==> src/rtl/bank_arbiter.sv <==
// Three-requester (I, D, C) arbiter for a bank with one write port and one read port.
// Round-robin per port by default; define BANK_ARB_FIXED_PRIO_EN for fixed priority C > D > I.
module bank_arbiter #(
    parameter int w      = 64,
    parameter int a      = 10,
    parameter int RD_LAT = 1
) (
    input  logic         clk,
    input  logic         rst_n,
    input  logic         wri_req,
    input  logic         wrd_req,
    input  logic         wrc_req,
    input  logic [a-1:0] wri_addr,
    input  logic [a-1:0] wrd_addr,
    input  logic [a-1:0] wrc_addr,
    output logic         wri_gnt,
    output logic         wrd_gnt,
    output logic         wrc_gnt,
    input  logic         rdi_req,
    input  logic         rdd_req,
    input  logic         rdc_req,
    input  logic [a-1:0] rdi_addr,
    input  logic [a-1:0] rdd_addr,
    input  logic [a-1:0] rdc_addr,
    output logic         rdi_gnt,
    output logic         rdd_gnt,
    output logic         rdc_gnt,
    output logic         rdi_vld,
    output logic         rdd_vld,
    output logic         rdc_vld,
    output logic         wr_en,
    output logic [a-1:0] wr_addr,
    output logic [1:0]   wr_muxcode,
    output logic         rd_en,
    output logic [a-1:0] rd_addr,
    output logic [1:0]   rd_muxcode
);

    localparam logic [1:0] MUX_I    = 2'b00;
    localparam logic [1:0] MUX_D    = 2'b01;
    localparam logic [1:0] MUX_C    = 2'b10;
    localparam logic [1:0] MUX_IDLE = 2'b11;

    generate
        if (RD_LAT < 1 || RD_LAT > 4 || w < 1 || a < 1) begin : g_bad_param
            $error("bank_arbiter: parameter out of range");
        end
    endgenerate

    function automatic logic [1:0] pick_in_order(input logic [2:0] req, input logic [1:0] first,
                                                 input logic [1:0] second, input logic [1:0] third);
        if (req[first])
            return first;
        else if (req[second])
            return second;
        else if (req[third])
            return third;
        return MUX_IDLE;
    endfunction

`ifndef BANK_ARB_FIXED_PRIO_EN
    // Search starts at the requester after the last one granted (I -> D -> C -> I).
    function automatic logic [1:0] rr_pick(input logic [2:0] req, input logic [1:0] last);
        case (last)
            MUX_I:   return pick_in_order(req, MUX_D, MUX_C, MUX_I);
            MUX_D:   return pick_in_order(req, MUX_C, MUX_I, MUX_D);
            default: return pick_in_order(req, MUX_I, MUX_D, MUX_C);
        endcase
    endfunction
`endif

    function automatic logic [a-1:0] addr_mux(input logic [1:0] sel, input logic [a-1:0] addr_i,
                                              input logic [a-1:0] addr_d, input logic [a-1:0] addr_c);
        case (sel)
            MUX_I:   return addr_i;
            MUX_D:   return addr_d;
            MUX_C:   return addr_c;
            default: return '0;
        endcase
    endfunction

    // Requests are masked during reset so no grant can escape.
    logic [2:0]   w_wr_req;
    logic [2:0]   w_rd_req;
    logic [1:0]   w_wr_sel;
    logic [1:0]   w_rd_cand;
    logic [1:0]   w_rd_sel;
    logic [a-1:0] w_wr_addr;
    logic [a-1:0] w_rd_cand_addr;
    logic         w_collide;
    logic [2:0]   w_rd_onehot;

    assign w_wr_req = {wrc_req, wrd_req, wri_req} & {3{rst_n}};
    assign w_rd_req = {rdc_req, rdd_req, rdi_req} & {3{rst_n}};

`ifdef BANK_ARB_FIXED_PRIO_EN
    assign w_wr_sel  = pick_in_order(w_wr_req, MUX_C, MUX_D, MUX_I);
    assign w_rd_cand = pick_in_order(w_rd_req, MUX_C, MUX_D, MUX_I);
`else
    logic [1:0] r_wr_ptr;
    logic [1:0] r_rd_ptr;

    assign w_wr_sel  = rr_pick(w_wr_req, r_wr_ptr);
    assign w_rd_cand = rr_pick(w_rd_req, r_rd_ptr);

    always_ff @(posedge clk) begin
        if (!rst_n) begin
            r_wr_ptr <= MUX_C;
            r_rd_ptr <= MUX_C;
        end else begin
            if (w_wr_sel != MUX_IDLE)
                r_wr_ptr <= w_wr_sel;
            if (w_rd_sel != MUX_IDLE)
                r_rd_ptr <= w_rd_sel;
        end
    end
`endif

    // A write to the same address wins; the read keeps its place and retries next cycle.
    assign w_wr_addr      = addr_mux(w_wr_sel, wri_addr, wrd_addr, wrc_addr);
    assign w_rd_cand_addr = addr_mux(w_rd_cand, rdi_addr, rdd_addr, rdc_addr);
    assign w_collide      = (w_wr_sel != MUX_IDLE) && (w_rd_cand != MUX_IDLE) &&
                            (w_wr_addr == w_rd_cand_addr);
    assign w_rd_sel       = w_collide ? MUX_IDLE : w_rd_cand;

    assign wri_gnt    = (w_wr_sel == MUX_I);
    assign wrd_gnt    = (w_wr_sel == MUX_D);
    assign wrc_gnt    = (w_wr_sel == MUX_C);
    assign wr_en      = (w_wr_sel != MUX_IDLE);
    assign wr_addr    = w_wr_addr;
    assign wr_muxcode = w_wr_sel;

    assign rdi_gnt    = (w_rd_sel == MUX_I);
    assign rdd_gnt    = (w_rd_sel == MUX_D);
    assign rdc_gnt    = (w_rd_sel == MUX_C);
    assign rd_en      = (w_rd_sel != MUX_IDLE);
    assign rd_addr    = addr_mux(w_rd_sel, rdi_addr, rdd_addr, rdc_addr);
    assign rd_muxcode = w_rd_sel;

    assign w_rd_onehot = {rdc_gnt, rdd_gnt, rdi_gnt};

    // Stage boundary: one-hot requester tag follows the bank read latency.
    logic [2:0] r_vld_p [RD_LAT];

    always_ff @(posedge clk) begin
        if (!rst_n) begin
            for (int k = 0; k < RD_LAT; k++)
                r_vld_p[k] <= '0;
        end else begin
            r_vld_p[0] <= w_rd_onehot;
            for (int k = 1; k < RD_LAT; k++)
                r_vld_p[k] <= r_vld_p[k-1];
        end
    end

    assign rdi_vld = r_vld_p[RD_LAT-1][0];
    assign rdd_vld = r_vld_p[RD_LAT-1][1];
    assign rdc_vld = r_vld_p[RD_LAT-1][2];

endmodule

==> config.mk <==
export PLATFORM = sky130hd
export DESIGN_NAME = bank_arbiter
export DESIGN_NICKNAME = d
export VERILOG_FILES = /design/src/rtl/bank_arbiter.sv
export SDC_FILE = /design/constraint.sdc
export NUM_CORES = 1
export LEC_CHECK = 0
export CAP_MARGIN = 30
export CORE_MARGIN = 3
export CORE_UTILIZATION = 30
export CTS_BUF_LIST = sky130_fd_sc_hd__clkbuf_8
export DETAILED_ROUTE_END_ITERATION = 6
export HOLD_SLACK_MARGIN = 0.02
export PLACE_DENSITY_LB_ADDON = 0.2
export SYNTH_ARGS = -nofsm -noshare
export SYNTH_HDL_FRONTEND = slang
export SYNTH_SLANG_ARGS = --single-unit
==> constraint.sdc <==
create_clock -name clk -period 5.65 [get_ports clk]
set_clock_uncertainty 0.2 [all_clocks]
set_input_delay 1.695 -clock clk [delete_from_list [all_inputs] [get_ports clk]]
set_output_delay 1.695 -clock clk [all_outputs]
set_load 0.02 [all_outputs]
* Word level (Yosys, flattened, before mapping) *
Memory sizes are Yosys's and may differ from the RTL's.
Index checks and enable logic that the tools add are counted.

operators by class
  mux-type cells = 58
  bitwise operators = 2
  equal/unequal tests = 12
  reductions and logical operators = 10

operators with widths
  operator                                              count
  case mux 10 bit (3 select lines)                      3
  two-way mux 2 bit                                     25
  two-way mux 1 bit                                     27
  equality test 10 bit                                  1
  equality test 2 x 1 -> 1 bit (second input constant)  5
  logical NOT 2 bit                                     5
  case mux 2 bit (2 select lines)                       2
  AND 3 bit                                             2
  equality test 2 bit (second input constant)           3
  inequality test 2 bit (second input constant)         3
  OR reduction 2 bit                                    2
  two-way mux 3 bit                                     1
  OR reduction 3 bit                                    1
  logical AND 1 bit                                     2

word-level totals
  bits in writable memories = 3
  register bits after elaboration = 4
  memories = 1
  word-level logic and storage cells = 85

memories
  memory   words  width  rd ports  clocked after Yosys merged registers in  write ports  line  text
  r_vld_p  1      3      1         0                                        1            143   logic [2:0] r_vld_p [RD_LAT];

* Depth between registers and ports, before layout *
  depth in word-level cells = 14
  mapped depth = 13

* Least setup slack after synthesis *
No wires, ideal clock.

  kind = input port to output port
  from = input rst_n
  to = output rdi_gnt
  data arrival time = 4.016 ns
  stages on the path = 13
  setup slack = -0.261 ns
  cell sequence = buf_2 -> inv_1 -> a211o_1 -> buf_6 -> buf_6 -> mux2i_1 -> o2bb2ai_1 -> xor2_1 -> nor4_2 -> nand4_2 -> nor2b_4 -> inv_1 -> nor2_1

between the ends
  word-level cells in the longest chain between the ends = 13
  elaborated cells between the ends (all ways) = 61
  those cells by class = 7 x eq/ne; 47 x mux; 2 x bitwise; 5 x reduce/logical

RTL lines
  element                                      line  text
  start: declaration                           9     input logic rst_n,
  AND 3 bit *                                  93    assign w_wr_req = {wrc_req, wrd_req, wri_req} & {3{rst_n}};
  two-way mux 1 bit                            56    else if (req[third])
  two-way mux 1 bit                            54    else if (req[second])
  two-way mux 1 bit                            52    if (req[first])
  two-way mux 1 bit                            64    case (last)
  two-way mux 2 bit                            58    return MUX_IDLE;
  case mux 2 bit (2 select lines) *            64
  named net wr_muxcode[1]                      33    output logic [1:0] wr_muxcode,
  equality test 2 bit (tied with other cells)  74    case (sel)
  case mux 10 bit (3 select lines) *           74
  named net wr_addr[8]                         32    output logic [a-1:0] wr_addr,
  equality test 10 bit *                       123   (w_wr_addr == w_rd_cand_addr);
  logical AND 1 bit *                          122   assign w_collide = (w_wr_sel != MUX_IDLE) && (w_rd_cand != MUX_IDLE) &&
  two-way mux 2 bit *                          124   assign w_rd_sel = w_collide ? MUX_IDLE : w_rd_cand;
  named net rd_muxcode[1]                      36    output logic [1:0] rd_muxcode
  logical NOT 2 bit *                          133   assign rdi_gnt = (w_rd_sel == MUX_I);
  end: declaration                             25    output logic rdi_gnt,

The timed path passes the listed nets; every way through them passes the cells marked *. The select of a mux whose other input is x is not followed.

* Worst setup path after layout *
  from = input rdc_req
  to = output rd_en

between the ends
  word-level cells in the longest chain between the ends = 13
  elaborated cells between the ends (all ways) = 27
  those cells by class = 5 x eq/ne; 18 x mux; 1 x bitwise; 3 x reduce/logical

RTL lines
  element                                      line  text
  start: declaration                           21    input logic rdc_req,
  AND 3 bit *                                  94    assign w_rd_req = {rdc_req, rdd_req, rdi_req} & {3{rst_n}};
  two-way mux 1 bit                            56
  two-way mux 1 bit                            54
  two-way mux 1 bit                            52
  two-way mux 1 bit                            64
  two-way mux 2 bit                            58
  case mux 2 bit (2 select lines) *            64
  equality test 2 bit (tied with other cells)  74
  case mux 10 bit (3 select lines)             74
  equality test 10 bit                         123
  logical AND 1 bit                            122
  two-way mux 2 bit *                          124
  inequality test 2 bit *                      136   assign rd_en = (w_rd_sel != MUX_IDLE);
  end: declaration                             34    output logic rd_en,

Mark *: on every way between the ends. The rest lies on a longest branch, timed or not. The select of a mux whose other input is x is not followed.

==> impl_metrics.xml <==
<?xml version="1.0" encoding="UTF-8"?>
<metrics>
  <group name="clocking">
    <metric name="clock-sinks" unit="">7</metric>
    <metric name="insertion_delay" unit="ns">0.24</metric>
    <metric name="holdBufCountCts" unit="">0</metric>
    <metric name="path_clk_slew" unit="ns">0.04</metric>
    <metric name="cts_inserted_buffers" unit="">3</metric>
    <metric name="clock_tree.buffer_depth" unit="">2</metric>
    <metric name="cts_htree_levels" unit="">1</metric>
    <metric name="clock-root-buffer" unit="">clkbuf_8</metric>
    <metric name="cts_tree" unit="">yes</metric>
  </group>
  <group name="floorplan">
    <metric name="core_region_area" unit="sq um">3180</metric>
    <metric name="die_width" unit="microns">64.7</metric>
    <metric name="start_util" unit="%">32.5</metric>
    <metric name="top_level_ports" unit="">103</metric>
    <metric name="die_height" unit="microns">64.7</metric>
    <metric name="die_area" unit="sq um">4190</metric>
    <metric name="core.rowCount" unit="">20</metric>
  </group>
  <group name="timing">
    <metric name="hold_violations" unit="">0</metric>
    <metric name="worst_pin_slew" unit="ns">0.453</metric>
    <metric name="setup_ws" unit="ns">-0.396</metric>
    <metric name="achievable-frequency" unit="MHz">165</metric>
    <metric name="final_slew_violations" unit="">0</metric>
    <metric name="fin_crit" unit="ns">6.05</metric>
    <metric name="setup_viol" unit="">16</metric>
    <metric name="slew_headroom" unit="%">69.8</metric>
    <metric name="grt_setup_unrepaired" unit="">yes</metric>
    <metric name="timing.hold.ws" unit="ns">0.326</metric>
    <metric name="fin_crit_sh" unit="%">107</metric>
  </group>
  <group name="hold_path">
    <metric name="min_delay_worst_endpoint" unit="">r_rd_ptr[0]</metric>
    <metric name="hold_depth" unit="">1</metric>
    <metric name="holdCritPathClass" unit="">reg2reg</metric>
    <metric name="hp-start" unit="">r_rd_ptr[0]</metric>
  </group>
  <group name="pwr">
    <metric name="cellPowerDensity" unit="nW/um^2">160</metric>
    <metric name="power.static_leakage" unit="nW">1.34</metric>
    <metric name="vdd_drop_max" unit="mV">0.0861</metric>
    <metric name="total_power" unit="mW">0.467</metric>
  </group>
  <group name="run">
    <metric name="maxCapViolations" unit="">0</metric>
  </group>
  <group name="synthesis">
    <metric name="synth.avg_cell_area" unit="sq um">8.20</metric>
    <metric name="synth_mux_area_share" unit="%">20.3</metric>
    <metric name="synthDominantAreaCellType" unit="">mux2i_1</metric>
    <metric name="netlist.area_leader.share" unit="%">20.3</metric>
    <metric name="synth-seq-area-share" unit="%">13.6</metric>
    <metric name="synthArstFlopShare" unit="%">0</metric>
    <metric name="synth_xor_area_share" unit="%">9.32</metric>
    <metric name="synthesis.yosys.warnings" unit="">0</metric>
    <metric name="post_synthesis_share_of_cell_area_spent_on_and_or_nand_and_nor_gates" unit="%">21.9</metric>
    <metric name="synth_nets" unit="">194</metric>
    <metric name="synth_cells" unit="">126</metric>
    <metric name="yosys.area_share.adder" unit="%">0</metric>
    <metric name="synthesis.area" unit="sq um">1030</metric>
    <metric name="synth_top_family_by_area" unit="">compound AO/OA/AOI/OAI gates</metric>
    <metric name="number_of_synthesized_flops_with_an_enable_pin" unit="">0</metric>
    <metric name="synth.lib_cells_used.distinct" unit="">29</metric>
    <metric name="synth_compound_area_share" unit="%">27.5</metric>
    <metric name="dominantRegCellSynth" unit="">dfxtp_1</metric>
    <metric name="synth_seq_cells" unit="">7</metric>
    <metric name="synth_top_cells_by_area" unit="">mux2i_1 (20%), o2bb2ai_1 (16%), dfxtp_1 (14%)</metric>
  </group>
  <group name="setup_path">
    <metric name="cpMostUsedCell" unit="">buf_6</metric>
    <metric name="crit_path_end_kind" unit="">primary output</metric>
    <metric name="cp.buffers_inverters" unit="">5</metric>
    <metric name="critPathSlowestCell" unit="">nor4_2</metric>
    <metric name="reg2reg_setup_slack" unit="ns">2.49</metric>
    <metric name="worstPathMaxFanout" unit="">7</metric>
    <metric name="timing.rr.start" unit="">r_rd_ptr[1]</metric>
    <metric name="crit_path_start_kind" unit="">input pin</metric>
    <metric name="worst_reg2reg_path_depth" unit="">11</metric>
    <metric name="r2r-end" unit="">r_rd_ptr[0]</metric>
    <metric name="worstPathRequired" unit="ns">3.75</metric>
    <metric name="worst_path_class_setup" unit="">in2out</metric>
    <metric name="critical_path.top_delay_family" unit="">buffers and inverters</metric>
    <metric name="critical_path_arrival" unit="ns">4.15</metric>
    <metric name="maximum_cell_stage_delay_along_the_critical_path" unit="ns">0.33</metric>
    <metric name="crit_chain" unit="">buf_2, a21boi_4, o221ai_4, buf_12, mux2i_1, o2bb2ai_2, xor2_1, nor4_2, nand4_2, buf_6, nand2_1, inv_1, buf_6</metric>
  </group>
  <group name="drt">
    <metric name="number_of_vias_after_detailed_routing" unit="">1803</metric>
    <metric name="final_antenna_net_count" unit="">0</metric>
    <metric name="detailedRoute.firstPassIterationCount" unit="">4</metric>
    <metric name="average_wire_length_per_cell_after_detail_routing" unit="microns">22.3</metric>
    <metric name="postRouteWirelength" unit="microns">7220</metric>
    <metric name="drcViolationCount" unit="">0</metric>
    <metric name="initialDrtViolationCount" unit="">57</metric>
    <metric name="via_density_per_instance" unit="">5.58</metric>
  </group>
  <group name="cells_and_area">
    <metric name="synthesis_to_finish_area_growth" unit="%">183</metric>
    <metric name="antenna-diode-count" unit="">0</metric>
    <metric name="final_util" unit="%">92.0</metric>
    <metric name="design.final.nets" unit="">348</metric>
    <metric name="fin_area" unit="sq um">2920</metric>
    <metric name="drive_gt1_share" unit="%">47.7</metric>
  </group>
  <group name="global_routing">
    <metric name="gr-total-overflow" unit="">0</metric>
    <metric name="globalRouteTotalUtil" unit="%">29.2</metric>
    <metric name="grt_start_max_net_pins" unit="">11</metric>
    <metric name="wire_length_of_the_first_global_routing_pass" unit="microns">9430</metric>
    <metric name="first_global_vias" unit="">1884</metric>
    <metric name="grt_antenna_before_repair" unit="">0</metric>
  </group>
  <group name="placed_design">
    <metric name="pre_cts_slack" unit="ns">-1.05</metric>
    <metric name="placed_area" unit="sq um">2480</metric>
    <metric name="routabilityCongestion" unit="">0.766</metric>
    <metric name="port_buffers" unit="">102</metric>
    <metric name="dp_hpwl" unit="microns">3960</metric>
  </group>
  <group name="run_status">
    <metric name="run_status" unit="">finished, violations left</metric>
    <metric name="violations" unit="">negative setup slack</metric>
  </group>
</metrics>
## layout make-up
class                   count  area, sq um
repair buffers            159         1550
multi-input cells         105         1120
fillers                   114          255
flip-flops and latches      7          140
well taps                  44         55.1
clock buffers               3         41.3
inverters                   4         15.0
clock inverters             1         3.75
## worst register-to-register path: cells and delay by family (launching register included)
kind                      cells  cell delay (ns)
AOI/OAI and AO/OA             4             0.74
xor gates and xnor gates      1             0.17
buffers and inverters         2             0.33
DFF                           1             0.47
muxes                         1             0.26
and+or+nand+nor               3             0.87
## through the flow
| stage | instances | TNS, ns |
|---|---|---|
| floorplan | 126 | 0 |
| global placement | 297 | -15.20 |
| detailed placement | 297 | -17.20 |
| CTS | 316 | -3.28 |
| global route | 323 | -6.86 |
| finish | 323 | -5.71 |
## how the worst max path moves through the flow
stage / to / cells past startpoint / slack, ns / from
global route: rd_addr[7] / 12 / -0.46 / rdc_req
detailed placement: rd_addr[1] / 12 / -1.05 / rdd_req
CTS: rd_addr[9] / 13 / -0.25 / wrc_req
floorplan: rd_addr[4] / 12 / 0.01 / rst_n
finish: rd_en / 13 / -0.40 / rdc_req
global placement: rd_addr[9] / 12 / -0.93 / wrd_req
## cell families after synthesis
family	after synthesis
and+or+nand+nor	37
AOI/OAI and AO/OA	36
muxes	21
buffers and inverters	14
xor gates and xnor gates	11
DFF	7
## flip-flops by register name, indices dropped and copies added, names as in the netlist
name      count
r_vld_p       3
r_rd_ptr      2
r_wr_ptr      2
## power breakdown
part / leakage, nW / internal [mW] / total (mW) / switching (mW)
Combinational: 1.25 / 0.184 / 0.335 / 0.150
Sequential: 0.0583 / 0.0543 / 0.0593 / 0.00493
Clock: 0.0269 / 0.0473 / 0.0727 / 0.0254
## cell usage after synthesis (3+ instances only)
master and instances:
nand2_1 6, nand2b_1 3, inv_1 4, a21oi_1 5, buf_2 7, dfxtp_1 7
mux2i_1 21, xor2_1 10, and2_1 8, o2bb2ai_1 19, nor2_1 6, and3_1 7
## what timing repair did
item                       4_1_cts  5_1_grt
cloned                           4        0
gates resized for setup        163       13
pin swaps                       16        8
buffers inserted                11        7
setup endpoints to repair       27       16
## layout by cell type, fill, tap and decap left out, types with 3 or more instances in the layout
master           synthesis  final
buf_2                    7      4
nor2_1                   6      4
clkbuf_8                 0      3
o2bb2ai_1               19      5
xor2_1                  10     10
clkdlybuf4s50_1          0     79
and3_4                   0      7
mux2i_2                  0      5
o2bb2ai_4                0      4
o2bb2ai_2                0     10
nand2_1                  6      6
inv_1                    4      3
a21oi_1                  5      4
buf_12                   0      3
mux2i_1                 21     15
buf_4                    0     45
buf_6                    2     25
dfxtp_1                  7      7
and2_4                   0      6
## routing by layer
layer	vias up	part of all wire, %	track usage [%]
li1	778	-	-
met1	879	36	28.7
met2	111	53	58.8
met3	35	5.9	4.85
met4	0	5.3	12.4
met5	-	0	0
(Power assumes the default switching activity.)
